--- src/rtl/inst_predecode_queue.sv ---
// Instruction queue between fetch and decode: predecodes each entry at push and runs the load-use interlock.
// Optional macro IPQ_BYPASS_EN: an empty queue forwards fetch straight to the decode head in the same cycle.
module inst_predecode_queue #(
    parameter int XLEN  = 32,
    parameter int DEPTH = 4,
    parameter int CNTW  = 3
) (
    input  logic            clk,
    input  logic            rstn,
    input  logic            fe_valid,
    output logic            fe_ready,
    input  logic [XLEN-1:0] fe_pc,
    input  logic [31:0]     fe_ir,
    input  logic            fe_rv16,
    input  logic            fe_predict_taken,
    input  logic            flush,
    output logic            de_valid,
    input  logic            de_ready,
    output logic [XLEN-1:0] de_pc,
    output logic [31:0]     de_ir,
    output logic            de_rv16,
    output logic            de_predict_taken,
    output logic            de_is_load,
    output logic            de_is_store,
    output logic            de_is_branch,
    output logic            de_is_jump,
    output logic            de_is_system,
    output logic            de_is_fence,
    output logic [4:0]      de_rs1_addr,
    output logic [4:0]      de_rs2_addr,
    output logic [4:0]      de_rd_addr,
    output logic            de_r_rs1,
    output logic            de_r_rs2,
    input  logic            ex_load,
    input  logic [4:0]      ex_wr_regindex,
    output logic            de_stall,
    output logic [CNTW-1:0] count
);
    localparam int PW = $clog2(DEPTH);

    typedef struct packed {
        logic is_load;
        logic is_store;
        logic is_branch;
        logic is_jump;
        logic is_system;
        logic is_fence;
        logic r_rs1;
        logic r_rs2;
    } pd_t;

    typedef struct packed {
        logic [XLEN-1:0] pc;
        logic [31:0]     ir;
        logic            rv16;
        logic            pt;
        pd_t             pd;
    } entry_t;

    function automatic pd_t predecode(input logic [31:0] ir);
        pd_t pd;
        pd = '0;
        case (ir[6:0])
            7'b0000011: begin pd.is_load = 1'b1; pd.r_rs1 = 1'b1; end
            7'b0100011: begin pd.is_store = 1'b1; pd.r_rs1 = 1'b1; pd.r_rs2 = 1'b1; end
            7'b1100011: begin pd.is_branch = 1'b1; pd.r_rs1 = 1'b1; pd.r_rs2 = 1'b1; end
            7'b1101111: pd.is_jump = 1'b1;
            7'b1100111: begin pd.is_jump = 1'b1; pd.r_rs1 = 1'b1; end
            7'b1110011: begin
                pd.is_system = 1'b1;
                // Only CSRRW/CSRRS/CSRRC read a register; the immediate forms and ECALL/MRET do not.
                pd.r_rs1 = (ir[14:12] inside {3'd1, 3'd2, 3'd3});
            end
            7'b0001111: pd.is_fence = 1'b1;
            7'b0010011: pd.r_rs1 = 1'b1;
            7'b0110011: begin pd.r_rs1 = 1'b1; pd.r_rs2 = 1'b1; end
            default: ;
        endcase
        return pd;
    endfunction

    entry_t          mem_q [DEPTH];
    logic [DEPTH-1:0] vld_q;
    logic [PW-1:0]   wr_ptr_q, rd_ptr_q;
    logic [CNTW-1:0] count_q, count_d;

    entry_t fe_entry, head;
    logic   head_valid, push, pop, do_push, do_pop;

    assign fe_entry = '{pc: fe_pc, ir: fe_ir, rv16: fe_rv16, pt: fe_predict_taken,
                        pd: predecode(fe_ir)};
    assign fe_ready = (count_q != CNTW'(DEPTH));
    assign push     = fe_valid & fe_ready;
    assign pop      = head_valid & de_ready & ~de_stall;

`ifdef IPQ_BYPASS_EN
    logic bypass;
    assign bypass  = (count_q == '0) & fe_valid & ~flush;
    // A bypassed instruction consumed in the same cycle never touches storage.
    assign do_push = push & ~flush & ~(bypass & pop);
    assign do_pop  = pop & ~flush & ~bypass;
`else
    assign do_push = push & ~flush;
    assign do_pop  = pop & ~flush;
`endif

    always_comb begin
        head       = mem_q[rd_ptr_q];
        head_valid = vld_q[rd_ptr_q];
`ifdef IPQ_BYPASS_EN
        if (bypass) begin
            head       = fe_entry;
            head_valid = 1'b1;
        end
`endif
    end

    assign de_stall = head_valid & ex_load & (ex_wr_regindex != 5'd0) &
                      ((head.pd.r_rs1 & (ex_wr_regindex == head.ir[19:15])) |
                       (head.pd.r_rs2 & (ex_wr_regindex == head.ir[24:20])));

    // NOTE: every output gets a value before any condition, so no latch can be inferred.
    always_comb begin
        de_valid         = head_valid;
        de_pc            = '0;
        de_ir            = '0;
        de_rv16          = 1'b0;
        de_predict_taken = 1'b0;
        de_is_load       = 1'b0;
        de_is_store      = 1'b0;
        de_is_branch     = 1'b0;
        de_is_jump       = 1'b0;
        de_is_system     = 1'b0;
        de_is_fence      = 1'b0;
        de_rs1_addr      = '0;
        de_rs2_addr      = '0;
        de_rd_addr       = '0;
        de_r_rs1         = 1'b0;
        de_r_rs2         = 1'b0;
        if (head_valid) begin
            de_pc            = head.pc;
            de_ir            = head.ir;
            de_rv16          = head.rv16;
            de_predict_taken = head.pt;
            de_is_load       = head.pd.is_load;
            de_is_store      = head.pd.is_store;
            de_is_branch     = head.pd.is_branch;
            de_is_jump       = head.pd.is_jump;
            de_is_system     = head.pd.is_system;
            de_is_fence      = head.pd.is_fence;
            de_rs1_addr      = head.ir[19:15];
            de_rs2_addr      = head.ir[24:20];
            de_rd_addr       = head.ir[11:7];
            de_r_rs1         = head.pd.r_rs1;
            de_r_rs2         = head.pd.r_rs2;
        end
    end

    always_comb begin
        count_d = count_q + CNTW'(do_push) - CNTW'(do_pop);
    end

    // NOTE: state uses non-blocking assignments so all registers update from pre-edge values.
    always_ff @(posedge clk or negedge rstn) begin
        if (!rstn) begin
            vld_q    <= '0;
            wr_ptr_q <= '0;
            rd_ptr_q <= '0;
            count_q  <= '0;
        end else if (flush) begin
            vld_q    <= '0;
            wr_ptr_q <= '0;
            rd_ptr_q <= '0;
            count_q  <= '0;
        end else begin
            if (do_push) begin
                vld_q[wr_ptr_q] <= 1'b1;
                wr_ptr_q        <= wr_ptr_q + PW'(1);
            end
            if (do_pop) begin
                vld_q[rd_ptr_q] <= 1'b0;
                rd_ptr_q        <= rd_ptr_q + PW'(1);
            end
            count_q <= count_d;
        end
    end

    // NOTE: payload storage is deliberately not reset; the valid bits decide whether it is visible.
    always_ff @(posedge clk) begin
        if (do_push) mem_q[wr_ptr_q] <= fe_entry;
    end

    assign count = count_q;
endmodule

--- config.mk ---
export PLATFORM = sky130hd
export DESIGN_NAME = inst_predecode_queue
export DESIGN_NICKNAME = d
export VERILOG_FILES = /design/src/rtl/inst_predecode_queue.sv
export SDC_FILE = /design/constraint.sdc
export NUM_CORES = 1
export LEC_CHECK = 0
export ABC_AREA = 1
export CAP_MARGIN = 20
export CORE_MARGIN = 4
export CORE_UTILIZATION = 59
export CTS_CLUSTER_DIAMETER = 100
export CTS_CLUSTER_SIZE = 25
export DETAILED_ROUTE_END_ITERATION = 8
export GPL_TIMING_DRIVEN = 0
export PLACE_DENSITY = 0.85
export RECOVER_POWER = 25
export REMOVE_ABC_BUFFERS = 1
export SYNTH_ARGS = -nofsm -noshare
export SYNTH_HDL_FRONTEND = slang
export SYNTH_SLANG_ARGS = --single-unit
--- constraint.sdc ---
create_clock -name clk -period 7.6 [get_ports clk]
set_input_delay 1.9 -clock clk [delete_from_list [all_inputs] [get_ports clk]]
set_output_delay 1.9 -clock clk [all_outputs]
set_load 0.005 [all_outputs]
== Word-level counts from Yosys, hierarchy flattened ==
Memories as Yosys holds them, arrays and structs flattened.
Cells that the tools add are included.
Widths: inputs -> output; s select.
Word-level totals
  logic and storage cells: 93
  memory bits (writable): 296
  memories: 1
  output and inout bits: 95
  bits in registers: 11
  bits of input ports: 77
Memories
  mem_q: depth 4, width 74, rd ports 1, clocked after memory_dff 0, write ports 1, RTL line 82  | entry_t mem_q [DEPTH];
Cells by class
  reductions and logical operators: 9
  order comparisons: 4
  muxes and demuxes: 40
  equality and inequality tests: 15
  $add $sub $neg: 4
  bitwise operators: 16
Operators by type and width (count)
  $mux 32: 2
  $eq 7x7->1 const B: 4
  $mux 1: 22
  $mux 4: 4
  $mux 5: 3
  $eq 7x6->1 const B: 2
  $and 1x1->1: 10
  $eq 5x5->1: 2
  $mux 2: 4
  $eq 7x2->1 const B: 1
  $eq 7x4->1 const B: 1
  $eq 7x5->1 const B: 1
  $eq 3x2->1 const B: 2
  $lt 2x3->1 const B: 2
  $reduce_or 6->1: 1
  $reduce_bool 5->1: 1
  $add 2x1->2 const B: 2
  $and 4x4->4: 1
  $demux 1 s2: 2
  $ge 2x1->1 const B: 2
  $not 4->4: 1
  $or 4x4->4: 1
  $reduce_bool 2->1: 2
  $add 3x1->3: 1
  other kinds (12): 14

== Logic depth before layout (Yosys ltp) ==
  word-level depth: 10
  depth in mapped cells: 20
  depth with buffers taken out: 19

== Worst setup path after synthesis ==
OpenSTA, ideal clock, no wires.
  path type: input -> register
  start point: in fe_valid
  end point: mem mem_q[0][0] (netlist name) (enable)
  library setup time: 0.507 ns
  slack: 1.662 ns
  stages on the path: 4
  data arrival time: 5.431 ns
  buffers on the path: 0
  path through: nand2_1 nor2_1 clkinv_1 nor2_1
Between the ends
  word-level cells in the longest chain between the ends: 4
RTL lines
  from (decl): RTL line 10  | input logic fe_valid,
  $and 1x1->1: RTL line 93  | assign push = fe_valid & fe_ready;
  $and 1x1->1: RTL line 103  | assign do_push = push & ~flush;
  $mux 1: RTL line 190  | if (do_push) mem_q[wr_ptr_q] <= fe_entry;
  $mux 1 (not written as such): RTL line 190
  to (decl): RTL line 82
Every way passes these cells.

== Worst setup path after layout ==
  start point: reg rd_ptr_q[1]
  end point: out de_ir[13]
Between the ends
  word-level cells in the longest chain between the ends: 3
  elaborated cells on any way between the ends: 4
  those cells by class: mux: 3; memory: 1
RTL lines
  from (decl): RTL line 84  | logic [PW-1:0] wr_ptr_q, rd_ptr_q;
  from (signal assigned): RTL line 182  | rd_ptr_q <= rd_ptr_q + PW'(1);
  $bmux 1 s2: RTL line 109  | head_valid = vld_q[rd_ptr_q];
  $mux 1 (not written as such): RTL line 109
  $mux 32 (*): RTL line 140  | if (head_valid) begin
  to (decl): RTL line 20  | output logic [31:0] de_ir,
Every way passes the cells marked *; elsewhere a longest branch is shown, timed or not. The select of a mux whose other input is x is not followed.

==> metrics.txt <==
Sinks on Clock Net 307; commonest cells in the netlist edfxtp_1, nand2_1, nor2_1, o21ai_0, inv_1; Root Driver clkbuf_16; Crit Path Max Fanout 79; CTS Buf Count 16; Ys Warns 0; Post-synth ARST share 3.58%; Synth area leaders edfxtp_1, o21ai_0, nand2_1; Gates resized, CTS repair 0; clock share of power 23.4%; Peak VDD IR 0.167 mV; CTS clk-pin slew, worst paths 0.10 ns; area taken by multi-input logic gates 2800 um^2; max cap viols 0; core area 21200 um^2; Post-synth EDFFs slightly below 300; Reg2Reg Setup Slack 3.64 ns; placed cells 1453; Min-Delay Startpoint vld_q[2]$_DFF_PN0_; WHS Path Cells 4; static leakage around 5.7 nW; fmax 162 MHz; final std cells w/o fill ~1500; CP required around 5.7 ns; Setup TNS Final 0 ns; Worst Hold Path EP vld_q[2]$_DFF_PN0_; net switching power 0.00109 W; 1st-iter DRT viols 662; layout net count 1284; share of the synthesized area in the top cell type 69.8%; Remaining DRCs 0; hpwl dp 16.3 mm; Worst-Margin Slew between 0.9 and 1 ns; Fin. Hold Viols 0; Mapped Cells about 1100; Synth Register Bits 307; Int Pwr approximately 0.0028 W; cell accounting for the most synthesized area edfxtp_1; DR vias/cell 5.67; P&R area growth vs syn 18.8%; Worst setup SP type flip-flop; sw frac 27.8%; Combinational Power Share around a quarter; Total Die Area 24000 um^2; fillers 1396; Post-CTS Hold Fix Bufs 0; status finished clean; die width roughly 150 um; postcts setup bufs 0; Power per Cell Area 258 nW/um^2; layout cells sized above 1 4.50%; total grt overflow 0; commonest register cell after synthesis edfxtp_1; synthesized cell area 12700 um^2; initial antenna violation count 3; H-tree depth 1; worst-skew pair later-pin latency approximately 0.48 ns; Slew HR a little under two fifths; Hold Crit Class reg -> reg; GPL Wtd Cong 0.756; endpoints failing setup 0; vias in the first global route 8372; Slew Limit Fails 0; final WL approximately 27 mm; CP Class reg -> out; most frequent cell after synthesis edfxtp_1; Wirelength per Cell 18.5 um; Top Ports 172; largest net degree at the start of global routing slightly above 90; DR pass1 iterations 5; worst r2r src rd_ptr_q[1]$_DFFE_PN0P_; Netlist cell types 33; vias between 8000 and 9000; RSZ-0062 raised after global routing no; endpoint class of the critical path output port; Register Area 9170 um^2; syn avg cell area about 12 um^2; worst endpoint data arrival time 4.25 ns; TritonCTS clock tree built; global-route usage over all layers around 22%; R2R cell count 18; Reg power frac 51.8%; Pwr Total 0.00390 W; Clock Path Buffers 3; fin crit period between 6 and 7 ns; post-synthesis sequential area ratio between 70% and 80%; first-pass GRT wire length roughly 43 mm; initial core utilization 60.2%; PortBufs 171; Die Y 155 um; final cycle utilization of the critical path 81.0%; remaining antenna violation count 0; Fin Clk Skew 0.0179 ns; Site Rows 53; reg2reg end count[2]$_DFF_PN0_; Layout Utilization a little under three quarters
[stage by stage]
step                      instance area, um^2  hold WS (ns)  setup slack [ns]
final                                   15100         0.627              1.45
after detailed placement                14700         0.593              1.95
after global routing                    15100         0.643              1.20
after global placement                  14400         0.568             -3.48
after CTS                               15100         0.622              1.42
after floorplan                         12300         0.538             0.592
[cells in the final DEF (no fill, tap or decap), types with 2 or more instances in the layout]
cell type	synthesis	layout
a21oi_1	6	6
and3_1	2	2
buf_12	0	10
buf_16	0	2
clkbuf_1	28	5
clkbuf_16	0	17
clkdlybuf4s50_1	0	124
dfrtp_1	11	9
dfrtp_4	0	2
diode_2	0	2
dlygate4sd3_1	0	47
edfxtp_1	296	296
ha_1	10	10
inv_1	90	90
inv_2	10	8
inv_4	0	2
nand2_1	160	160
nand2_4	2	2
nand3_1	34	34
nand3_2	2	2
nand4_1	7	7
nor2_1	157	153
nor2_4	1	5
nor3_1	4	4
o21ai_0	130	130
o22ai_1	63	63
[logic make-up after synthesis]
kind of cell             share of synthesized area (%)
AO/OA/AOI/OAI                                     8.63
XOR/XNOR                                         0.138
adder cells (fa/ha/maj)                           1.14
buffers and inverters                             6.32
flip-flops                                        71.9
AND/OR/NAND/NOR                                   11.8
[layout make-up]
type	count	area share (%)
diodes	2	0.0331
clock buffers	22	2.93
clock inverters	1	0.132
inverters	101	2.54
multi-input cells	587	18.5
flip-flops and latches	307	60.6
well taps	275	2.27
repair buffers	183	13.0
[flip-flops by register name (all words and copies together), names as in the netlist]
register	flops
mem_q	296
wr_ptr_q	2
rd_ptr_q	2
vld_q	4
count	3
[worst max path at each step]
stage / start / end / slack [ns] / depth (start not counted)
3_5_place_dp: rd_ptr_q[1]$_DFFE_PN0P_ / de_ir[13] / 1.95 / 7
2_1_floorplan: rd_ptr_q[0]$_DFFE_PN0P_ / de_ir[19] / 0.59 / 5
4_1_cts: rd_ptr_q[1]$_DFFE_PN0P_ / de_ir[21] / 1.42 / 6
6_report: rd_ptr_q[1]$_DFFE_PN0P_ / de_ir[13] / 1.45 / 7
5_1_grt: rd_ptr_q[1]$_DFFE_PN0P_ / de_rs2_addr[1] / 1.20 / 6
3_3_place_gp: rd_ptr_q[0]$_DFFE_PN0P_ / de_rs1_addr[4] / -3.48 / 6
[layer usage]
| layer | wire (um) | track usage (%) |
|---|---|---|
| met3 | 1910 | 3.45 |
| met4 | 476 | 5.89 |
| met5 | 7 | 0 |
| met2 | 14000 | 39.4 |
| met1 | 11000 | 29.0 |
[power by group through the flow]
| stage | sequential (W) | combinational [W] | clock (W) |
|---|---|---|---|
| floorplan | 0.00206 | 0.000434 | 0 |
| detailed placement | 0.00206 | 0.000976 | 0 |
| global route | 0.00203 | 0.00107 | 0.000985 |
| global placement | 0.00210 | 0.000901 | 0 |
| CTS | 0.00202 | 0.000985 | 0.000927 |
| finish | 0.00202 | 0.000968 | 0.000913 |
[critical path, stage by stage, from the launching register on]
cell and delay (ns):
dfrtp_4 1.03, inv_4 0.55, a32o_2 0.57, inv_2 0.50, buf_12 0.30, nand2_1 0.09
inv_1 0.06, clkdlybuf4s50_1 0.57
(Power assumes the default switching activity.)
